===== src/rtl/serdes_link_bist_pkg.sv =====
// Purpose: shared definitions for the SERDES link BIST (pattern modes, LFSR taps, checker states).
// Latency: n/a (types, constants and pure helper functions only).
// Backpressure: n/a.
package serdes_link_bist_pkg;

  // One state register wide enough for the longest polynomial; shorter ones use the low bits.
  localparam int LFSR_W = 31;

  typedef enum logic [1:0] {
    MODE_PRBS7  = 2'd0,
    MODE_PRBS15 = 2'd1,
    MODE_PRBS31 = 2'd2,
    MODE_ALT    = 2'd3
  } mode_t;

  // Taps given as polynomial exponents. With s[0] holding the newest sequence bit,
  // the Fibonacci feedback is s[TAP_A-1] ^ s[TAP_B-1].
  localparam int PRBS7_TAP_A  = 7;
  localparam int PRBS7_TAP_B  = 6;
  localparam int PRBS15_TAP_A = 15;
  localparam int PRBS15_TAP_B = 14;
  localparam int PRBS31_TAP_A = 31;
  localparam int PRBS31_TAP_B = 28;

  typedef enum logic [1:0] {
    CHK_IDLE   = 2'd0,
    CHK_SEED   = 2'd1,
    CHK_CHECK  = 2'd2,
    CHK_LOCKED = 2'd3
  } chk_state_t;

  // Reserved encodings 4..7 fall back to PRBS7.
  function automatic mode_t decode_mode(input logic [2:0] raw);
    if (raw[2]) return MODE_PRBS7;
    return mode_t'(raw[1:0]);
  endfunction

  // Beats needed to fill the checker LFSR from received data: ceil(order / data_w).
  function automatic int seed_beats(input mode_t m, input int data_w);
    case (m)
      MODE_PRBS7:  return (PRBS7_TAP_A + data_w - 1) / data_w;
      MODE_PRBS15: return (PRBS15_TAP_A + data_w - 1) / data_w;
      MODE_PRBS31: return (PRBS31_TAP_A + data_w - 1) / data_w;
      default:     return 1;
    endcase
  endfunction

endpackage


===== src/rtl/serdes_link_bist_prbs_lfsr_step.sv =====
// Purpose: advance a mode-selected Fibonacci LFSR by DATA_W bits, or shift DATA_W received bits in.
// Latency: purely combinational.
// Backpressure: none; the caller decides when to register next_state.
// Ports: mode (pattern), state (current LFSR), load_en/load_data (shift data in instead of feedback),
//        next_state (LFSR after DATA_W bits), beat (the DATA_W bits, earliest in bit DATA_W-1).
module prbs_lfsr_step
  import serdes_link_bist_pkg::*;
#(
  parameter int DATA_W = 4
) (
  input  mode_t              mode,
  input  logic [LFSR_W-1:0]  state,
  input  logic               load_en,
  input  logic [DATA_W-1:0]  load_data,
  output logic [LFSR_W-1:0]  next_state,
  output logic [DATA_W-1:0]  beat
);

  logic [LFSR_W-1:0] s;
  logic              fb;
  logic              b;

  always_comb begin
    s    = state;
    beat = '0;
    fb   = 1'b0;
    b    = 1'b0;
    for (int i = 0; i < DATA_W; i++) begin
      case (mode)
        MODE_PRBS7:  fb = s[PRBS7_TAP_A-1]  ^ s[PRBS7_TAP_B-1];
        MODE_PRBS15: fb = s[PRBS15_TAP_A-1] ^ s[PRBS15_TAP_B-1];
        MODE_PRBS31: fb = s[PRBS31_TAP_A-1] ^ s[PRBS31_TAP_B-1];
        // Alternating pattern: each bit is the complement of the previous one.
        default:     fb = ~s[0];
      endcase
      // In load mode the received bit replaces the feedback, so after enough
      // bits the register holds exactly the transmitter's state.
      b = load_en ? load_data[DATA_W-1-i] : fb;
      beat[DATA_W-1-i] = b;
      s = {s[LFSR_W-2:0], b};
    end
    next_state = s;
  end

endmodule


===== src/rtl/serdes_link_bist.sv =====
// Purpose: PRBS/alternating pattern generator and self-synchronising lock/error checker for a SERDES link.
// Latency: tx beat registered (first beat the cycle after en); locked/err_cnt update 1 cycle after an rx beat.
// Backpressure: tx_data/tx_valid held while tx_ready is low; rx beats with rx_valid=0 are ignored.
// Ports: clk, rst_n (async active-low, release synchronised), en, mode[2:0], clear, inject_err,
//        tx_ready -> tx_data/tx_valid; rx_data/rx_valid -> locked, prbs_err, err_cnt.
module serdes_link_bist
  import serdes_link_bist_pkg::*;
#(
  parameter int DATA_W      = 4,
  parameter int ERR_CNT_W   = 16,
  parameter int LOCK_THRESH = 16,
  parameter int LOSS_THRESH = 4
) (
  input  logic                 clk,
  input  logic                 rst_n,
  input  logic                 en,
  input  logic [2:0]           mode,
  input  logic                 clear,
  input  logic                 inject_err,
  input  logic                 tx_ready,
  output logic [DATA_W-1:0]    tx_data,
  output logic                 tx_valid,
  input  logic [DATA_W-1:0]    rx_data,
  input  logic                 rx_valid,
  output logic                 locked,
  output logic                 prbs_err,
  output logic [ERR_CNT_W-1:0] err_cnt
);

  localparam int RUN_MAX = (LOCK_THRESH > LOSS_THRESH) ? LOCK_THRESH : LOSS_THRESH;
  localparam int RUN_W   = $clog2(RUN_MAX + 1);
  localparam int POP_W   = $clog2(DATA_W + 1);
  localparam int SUM_W   = ERR_CNT_W + POP_W;
  localparam logic [ERR_CNT_W-1:0] CNT_MAX = '1;

  // ---------------------------------------------------------------------------
  // Reset: asserts asynchronously, releases after two clk edges.
  // ---------------------------------------------------------------------------
  logic [1:0] rst_sync;
  logic       rst_int_n;

  always_ff @(posedge clk or negedge rst_n) begin
    if (!rst_n) rst_sync <= 2'b00;
    else        rst_sync <= {rst_sync[0], 1'b1};
  end

  assign rst_int_n = rst_sync[1];

  // ---------------------------------------------------------------------------
  // Mode tracking: a change while running restarts both ends of the link.
  // ---------------------------------------------------------------------------
  mode_t mode_eff;
  mode_t mode_q;
  logic  mode_chg;

  assign mode_eff = decode_mode(mode);
  assign mode_chg = (mode_eff != mode_q);

  // ---------------------------------------------------------------------------
  // Generator
  // ---------------------------------------------------------------------------
  logic [LFSR_W-1:0] gen_state;
  logic [LFSR_W-1:0] gen_src;
  logic [LFSR_W-1:0] gen_next;
  logic [DATA_W-1:0] gen_beat;
  logic              gen_load;
  logic              inj_pend;
  logic              inj_now;

  // gen_state is already all ones whenever tx_valid is low, so only a mode change needs a forced reseed.
  assign gen_src  = mode_chg ? '1 : gen_state;
  assign gen_load = !tx_valid || mode_chg || tx_ready;
  assign inj_now  = inj_pend || inject_err;

  prbs_lfsr_step #(.DATA_W(DATA_W)) u_gen_step (
    .mode       (mode_eff),
    .state      (gen_src),
    .load_en    (1'b0),
    .load_data  ('0),
    .next_state (gen_next),
    .beat       (gen_beat)
  );

  always_ff @(posedge clk or negedge rst_int_n) begin
    if (!rst_int_n) begin
      tx_valid  <= 1'b0;
      tx_data   <= '0;
      gen_state <= '1;
      inj_pend  <= 1'b0;
      mode_q    <= MODE_PRBS7;
    end else begin
      mode_q <= mode_eff;
      if (!en) begin
        tx_valid  <= 1'b0;
        tx_data   <= '0;
        gen_state <= '1;
        if (inject_err) inj_pend <= 1'b1;
      end else if (gen_load) begin
        // The injected flip rides on the registered beat only; gen_state stays clean.
        tx_valid  <= 1'b1;
        tx_data   <= gen_beat ^ {{(DATA_W-1){1'b0}}, inj_now};
        gen_state <= gen_next;
        inj_pend  <= 1'b0;
      end else if (inject_err) begin
        inj_pend <= 1'b1;
      end
    end
  end

  // ---------------------------------------------------------------------------
  // Checker
  // ---------------------------------------------------------------------------
  chk_state_t        chk_state;
  chk_state_t        chk_nxt;
  logic [LFSR_W-1:0] chk_lfsr;
  logic [LFSR_W-1:0] chk_next;
  logic [DATA_W-1:0] chk_pred;
  logic [DATA_W-1:0] err_bits;
  logic              beat_err;
  logic [POP_W-1:0]  pop;
  logic [5:0]        seed_need;
  logic [5:0]        seed_cnt;
  logic [5:0]        seed_cnt_nxt;
  logic [RUN_W-1:0]  run_cnt;
  logic [RUN_W-1:0]  run_cnt_nxt;
  logic [LFSR_W-1:0] lfsr_nxt;
  logic              add_en;
  logic              rx_take;
  logic [SUM_W-1:0]  err_sum;

  prbs_lfsr_step #(.DATA_W(DATA_W)) u_chk_step (
    .mode       (mode_eff),
    .state      (chk_lfsr),
    .load_en    (chk_state == CHK_SEED),
    .load_data  (rx_data),
    .next_state (chk_next),
    .beat       (chk_pred)
  );

  assign err_bits  = rx_data ^ chk_pred;
  assign beat_err  = |err_bits;
  assign seed_need = 6'(seed_beats(mode_eff, DATA_W));
  // The beat arriving in the cycle of a mode change belongs to the old pattern and is dropped.
  assign rx_take   = en && !mode_chg && rx_valid;

  always_comb begin
    pop = '0;
    for (int i = 0; i < DATA_W; i++) pop = pop + POP_W'(err_bits[i]);
  end

  // State register
  always_ff @(posedge clk or negedge rst_int_n) begin
    if (!rst_int_n) chk_state <= CHK_IDLE;
    else            chk_state <= chk_nxt;
  end

  // Next-state logic
  always_comb begin
    chk_nxt = chk_state;
    if (!en) begin
      chk_nxt = CHK_IDLE;
    end else if (mode_chg) begin
      chk_nxt = CHK_SEED;
    end else begin
      case (chk_state)
        CHK_IDLE:  chk_nxt = CHK_SEED;
        CHK_SEED:  if (rx_valid && (seed_cnt == seed_need - 6'd1)) chk_nxt = CHK_CHECK;
        CHK_CHECK: begin
          if (rx_valid) begin
            if (beat_err)                                  chk_nxt = CHK_SEED;
            else if (run_cnt == RUN_W'(LOCK_THRESH - 1))   chk_nxt = CHK_LOCKED;
          end
        end
        CHK_LOCKED: if (rx_valid && beat_err && (run_cnt == RUN_W'(LOSS_THRESH - 1))) chk_nxt = CHK_SEED;
        default:   chk_nxt = CHK_IDLE;
      endcase
    end
  end

  // Output / datapath control
  always_comb begin
    seed_cnt_nxt = seed_cnt;
    run_cnt_nxt  = run_cnt;
    lfsr_nxt     = chk_lfsr;
    add_en       = 1'b0;
    if (rx_take) begin
      case (chk_state)
        CHK_SEED: begin
          lfsr_nxt     = chk_next;
          seed_cnt_nxt = seed_cnt + 6'd1;
        end
        CHK_CHECK: begin
          lfsr_nxt    = chk_next;
          run_cnt_nxt = beat_err ? '0 : run_cnt + RUN_W'(1);
        end
        CHK_LOCKED: begin
          // Keep free-running on the prediction so errored beats do not derail it.
          lfsr_nxt    = chk_next;
          add_en      = 1'b1;
          run_cnt_nxt = beat_err ? run_cnt + RUN_W'(1) : '0;
        end
        default: ;
      endcase
    end
    if ((chk_nxt != chk_state) || mode_chg) begin
      seed_cnt_nxt = '0;
      run_cnt_nxt  = '0;
    end
    if (chk_nxt == CHK_IDLE) lfsr_nxt = '1;
  end

  assign err_sum = SUM_W'(err_cnt) + SUM_W'(pop);

  always_ff @(posedge clk or negedge rst_int_n) begin
    if (!rst_int_n) begin
      chk_lfsr <= '1;
      seed_cnt <= '0;
      run_cnt  <= '0;
      locked   <= 1'b0;
      err_cnt  <= '0;
      prbs_err <= 1'b0;
    end else begin
      chk_lfsr <= lfsr_nxt;
      seed_cnt <= seed_cnt_nxt;
      run_cnt  <= run_cnt_nxt;
      locked   <= (chk_nxt == CHK_LOCKED);
      if (clear) begin
        err_cnt  <= '0;
        prbs_err <= 1'b0;
      end else if (add_en && (pop != '0)) begin
        err_cnt  <= (err_sum > SUM_W'(CNT_MAX)) ? CNT_MAX : err_sum[ERR_CNT_W-1:0];
        prbs_err <= 1'b1;
      end
    end
  end

endmodule

===== config.mk =====
export PLATFORM = sky130hd
export DESIGN_NAME = serdes_link_bist
export DESIGN_NICKNAME = d
export VERILOG_FILES = /design/src/rtl/serdes_link_bist_pkg.sv /design/src/rtl/serdes_link_bist_prbs_lfsr_step.sv /design/src/rtl/serdes_link_bist.sv
export SDC_FILE = /design/constraint.sdc
export NUM_CORES = 1
export LEC_CHECK = 0
export CORE_UTILIZATION = 56
export DETAILED_ROUTE_END_ITERATION = 7
export DONT_BUFFER_PORTS = 1
export GPL_ROUTABILITY_DRIVEN = 0
export PLACE_DENSITY = 0.77
export SKIP_CTS_REPAIR_TIMING = 1
export SLEW_MARGIN = 20
export SYNTH_ARGS = -nofsm -noshare
export SYNTH_HDL_FRONTEND = slang
export SYNTH_SLANG_ARGS = --single-unit

===== constraint.sdc =====
create_clock -name clk -period 4.61 [get_ports clk]
set_input_delay 0.922 -clock clk [delete_from_list [all_inputs] [get_ports clk]]
set_output_delay 0.922 -clock clk [all_outputs]
set_load 0.02 [all_outputs]

==> impl_metrics.py <==
metrics = {
    "clock_tree": {
        "cts_made_buffers": 9,
        "htree_levels": 3,
        "clkTransAtPathRegs_ns": 0.09,
        "cts_tree": "done",
        "cts.sinks": 103,
        "clock-root-buffer": "clkbuf_8",
        "clk-insertion-delay-late_ns": 0.38,
        "cts_buffer_depth": 2,
    },
    "floorplanning": {
        "num_rows": 36,
        "ios": 37,
        "die_w_um": 102,
        "initial_utilization_pct": 57.3,
        "die_h_um": 102,
        "core_um2": 9730,
        "die_area_um2": 10400,
    },
    "critical_path": {
        "end_kind": "flip-flop",
        "crit_fanout": 6,
        "startpoint_type": "input port",
        "cp.required_ns": 4.89,
        "crit_type": "input port to flip-flop",
        "cp.arrival_ns": 4.74,
    },
    "cells_and_area": {
        "final_cell_mix": "140 x nand2_1, 70 x nand3_1, 62 x dfstp_2",
        "antennaDiodeCount": 0,
        "nets": 661,
        "n_fill_cell": 766,
        "drive_gt1_share_pct": 25.5,
        "utilization_pct": 64.6,
        "layout_commonest_cell": "nand2_1",
        "syn_to_final_growth_pct": 12.7,
    },
    "sta": {
        "fin_ws_ns": 0.147,
        "fin_worst_skew_ns": 0.0117,
        "fmax_mhz": 224,
        "rsz0062_at_grt": "true",
        "hold_violations": 0,
        "max_slew_margin_pct": 30.3,
        "layout_min_cycle_time_ns": 4.46,
        "setup_viol": 0,
        "worst_slew_pin_slew_ns": 1.05,
        "slew_viol_final": 0,
        "holdWs_ns": 0.227,
        "period_share_pct": 96.8,
    },
    "grt": {
        "grtUsageTotal_pct": 24.6,
        "grt_pass1_vias": 4207,
        "grt_pass1_wl_um": 20000,
        "antenna_found_initial": 0,
        "grt_max_degree": 63,
        "grt-ovfl-total": 0,
    },
    "routing": {
        "routedWlPerCell_um": 16.0,
        "viasPerCell": 5.79,
        "first_pass_iters": 5,
        "antenna_left": 0,
        "drc": 0,
        "totalWireLength_um": 12300,
        "num_vias": 4450,
        "drt_iter0_drc": 252,
    },
    "power_and_ir_drop": {
        "total_power_mw": 1.81,
        "max-vdd-ir-drop_v": 0.000188,
        "p_per_area_nw_per_um2": 288,
        "p_leak_nw": 2.68,
    },
    "synthesis": {
        "synth_cell_types": 62,
        "avgSynthCellArea_um2": 9.01,
        "ys_seq_elements": 103,
        "async_flop_share_pct": 100,
        "ys_seq_area_share_pct": 47.6,
        "synth_warnings": 0,
        "synth_top_family_by_area": "simple AND/OR/NAND/NOR gates",
        "syn_area_um2": 5580,
        "synth_fp_nets": 649,
        "synthMuxAreaShare_pct": 0.718,
        "syn_inst": 619,
        "synthAdderAreaFrac_pct": 3.86,
        "synth_simple_gate_area_share_pct": 25.0,
        "synth_xor_area_share_pct": 6.12,
        "synth_compound_area_share_pct": 12.4,
        "synth_edf_count": 0,
        "yosys_most_used_dff": "dfstp_2",
    },
    "hold_path": {
        "hold_path_class": "input port to asynchronous set/reset pin",
    },
    "flow_run": {
        "maxCapViolations": 0,
    },
    "placement": {
        "portBuffers": 0,
        "dp_slack_ns": -0.278,
        "dpl.hpwl_um": 8150,
    },
    "status": {
        "status": "complete, no violations",
    },
}
-- final timing paths --
| check | slack, ns | cells after the start | start | endpoint |
|---|---|---|---|---|
| worst max-delay path | 0.15 | 24 | mode[1] | err_cnt[7]$_DFFE_PN0P_ |
| worst min-delay path | 0.23 | 0 | rst_n | rst_sync[1]$_DFF_PN0_ |
| worst max register to register | 0.36 | 22 | chk_lfsr[12]$_DFFE_PN1P_ | err_cnt[7]$_DFFE_PN0P_ |
| worst min register to register | 0.36 | 0 | rst_sync[0]$_DFF_PN0_ | rst_sync[1]$_DFF_PN0_ |
| max in group asynchronous | 3.15 | 1 | rst_sync[1]$_DFF_PN0_ | gen_state[10]$_DFFE_PN1P_ |
| min in group clk | 0.36 | 0 | rst_sync[0]$_DFF_PN0_ | rst_sync[1]$_DFF_PN0_ |
-- power breakdown --
part / switching (mW) / internal (mW) / total [mW]
Combinational: 0.130 / 0.0945 / 0.224
Sequential: 0.0375 / 0.948 / 0.985
Clock: 0.321 / 0.280 / 0.601
Total: 0.488 / 1.32 / 1.81
-- kinds of logic after synthesis --
group           count (synthesis)
other cells                     1
fa+ha+maj                      16
flops                         103
simple gates                  306
mux                             4
buf+inv                        56
compound gates                 94
xor+xnor                       39
-- routing by layer --
metal,GRT usage (%),vias to the layer above,share of wire (%)
li1,-,2152,-
met1,33.5,2147,44
met2,39.2,132,48
met3,6.09,19,5.9
met4,7.47,0,1.6
met5,0,-,0
-- stage by stage --
| stage | TNS [ns] | cell area (µm²) | instances |
|---|---|---|---|
| after CTS | 0 | 6160 | 761 |
| final | 0 | 6290 | 769 |
| after global placement | -0.871 | 5940 | 745 |
| after detailed placement | -2.69 | 5940 | 745 |
| after floorplan | -2.25 | 5730 | 619 |
| after global routing | -0.410 | 6290 | 769 |
-- cell type report --
| cell class | count | area, µm² | share of cell area, % |
|---|---|---|---|
| sequential | 103 | 2660 | 42.3 |
| inverter | 17 | 66.3 | 1.05 |
| clock buffer | 12 | 188 | 2.99 |
| clock inverter | 4 | 31.3 | 0.498 |
| multi-input combinational | 460 | 2860 | 45.5 |
| timing repair buffer | 40 | 317 | 5.03 |
| tap | 133 | 166 | 2.65 |
-- Yosys cell counts (all sizes together), types with 7 or more instances --
| master | instances | share of area, % |
|---|---|---|
| clkbuf | 31 | 2.1 |
| inv | 17 | 1.1 |
| dfstp | 62 | 29 |
| nand2 | 142 | 9.6 |
| nor3 | 7 | 0.63 |
| buf | 8 | 1.0 |
| a211oi | 9 | 1.4 |
| nand4 | 7 | 0.78 |
| nand3 | 71 | 6.4 |
| nor2 | 45 | 3.0 |
| o21ai | 17 | 1.5 |
| xor2 | 32 | 5.0 |
| dfrtp | 41 | 18 |
| a21oi | 18 | 1.7 |
| xnor2 | 7 | 1.1 |
| ha | 14 | 3.1 |
-- critical path, cell delays in order --
cell and delay (ns):
nor2b_4 0.19, buf_4 0.15, ha_4 0.15, nor2b_4 0.16, a21oi_2 0.04, nand2_1 0.11
nand3_2 0.09, o21ai_2 0.07, xor2_1 0.16, nand2_1 0.11, fa_1 0.52, inv_2 0.06
ha_4 0.16, ha_4 0.27, fa_2 0.22, nand2b_1 0.07, a311oi_2 0.27, nand3_1 0.16
nor2_2 0.16, nand4_1 0.15, buf_6 0.19, nand2_2 0.08, nor2_2 0.05, a211oi_1 0.22
-- state kept, by name, summed over array words and instances (netlist names) --
register,count
rst_sync,2
mode_q,2
err_cnt,16
locked,1
chk_lfsr,31
inj_pend,1
tx_data,4
run_cnt,5
gen_state,31
seed_cnt,6
prbs_err,1
chk_state,2
tx_valid,1
(Power assumes the default switching activity.)
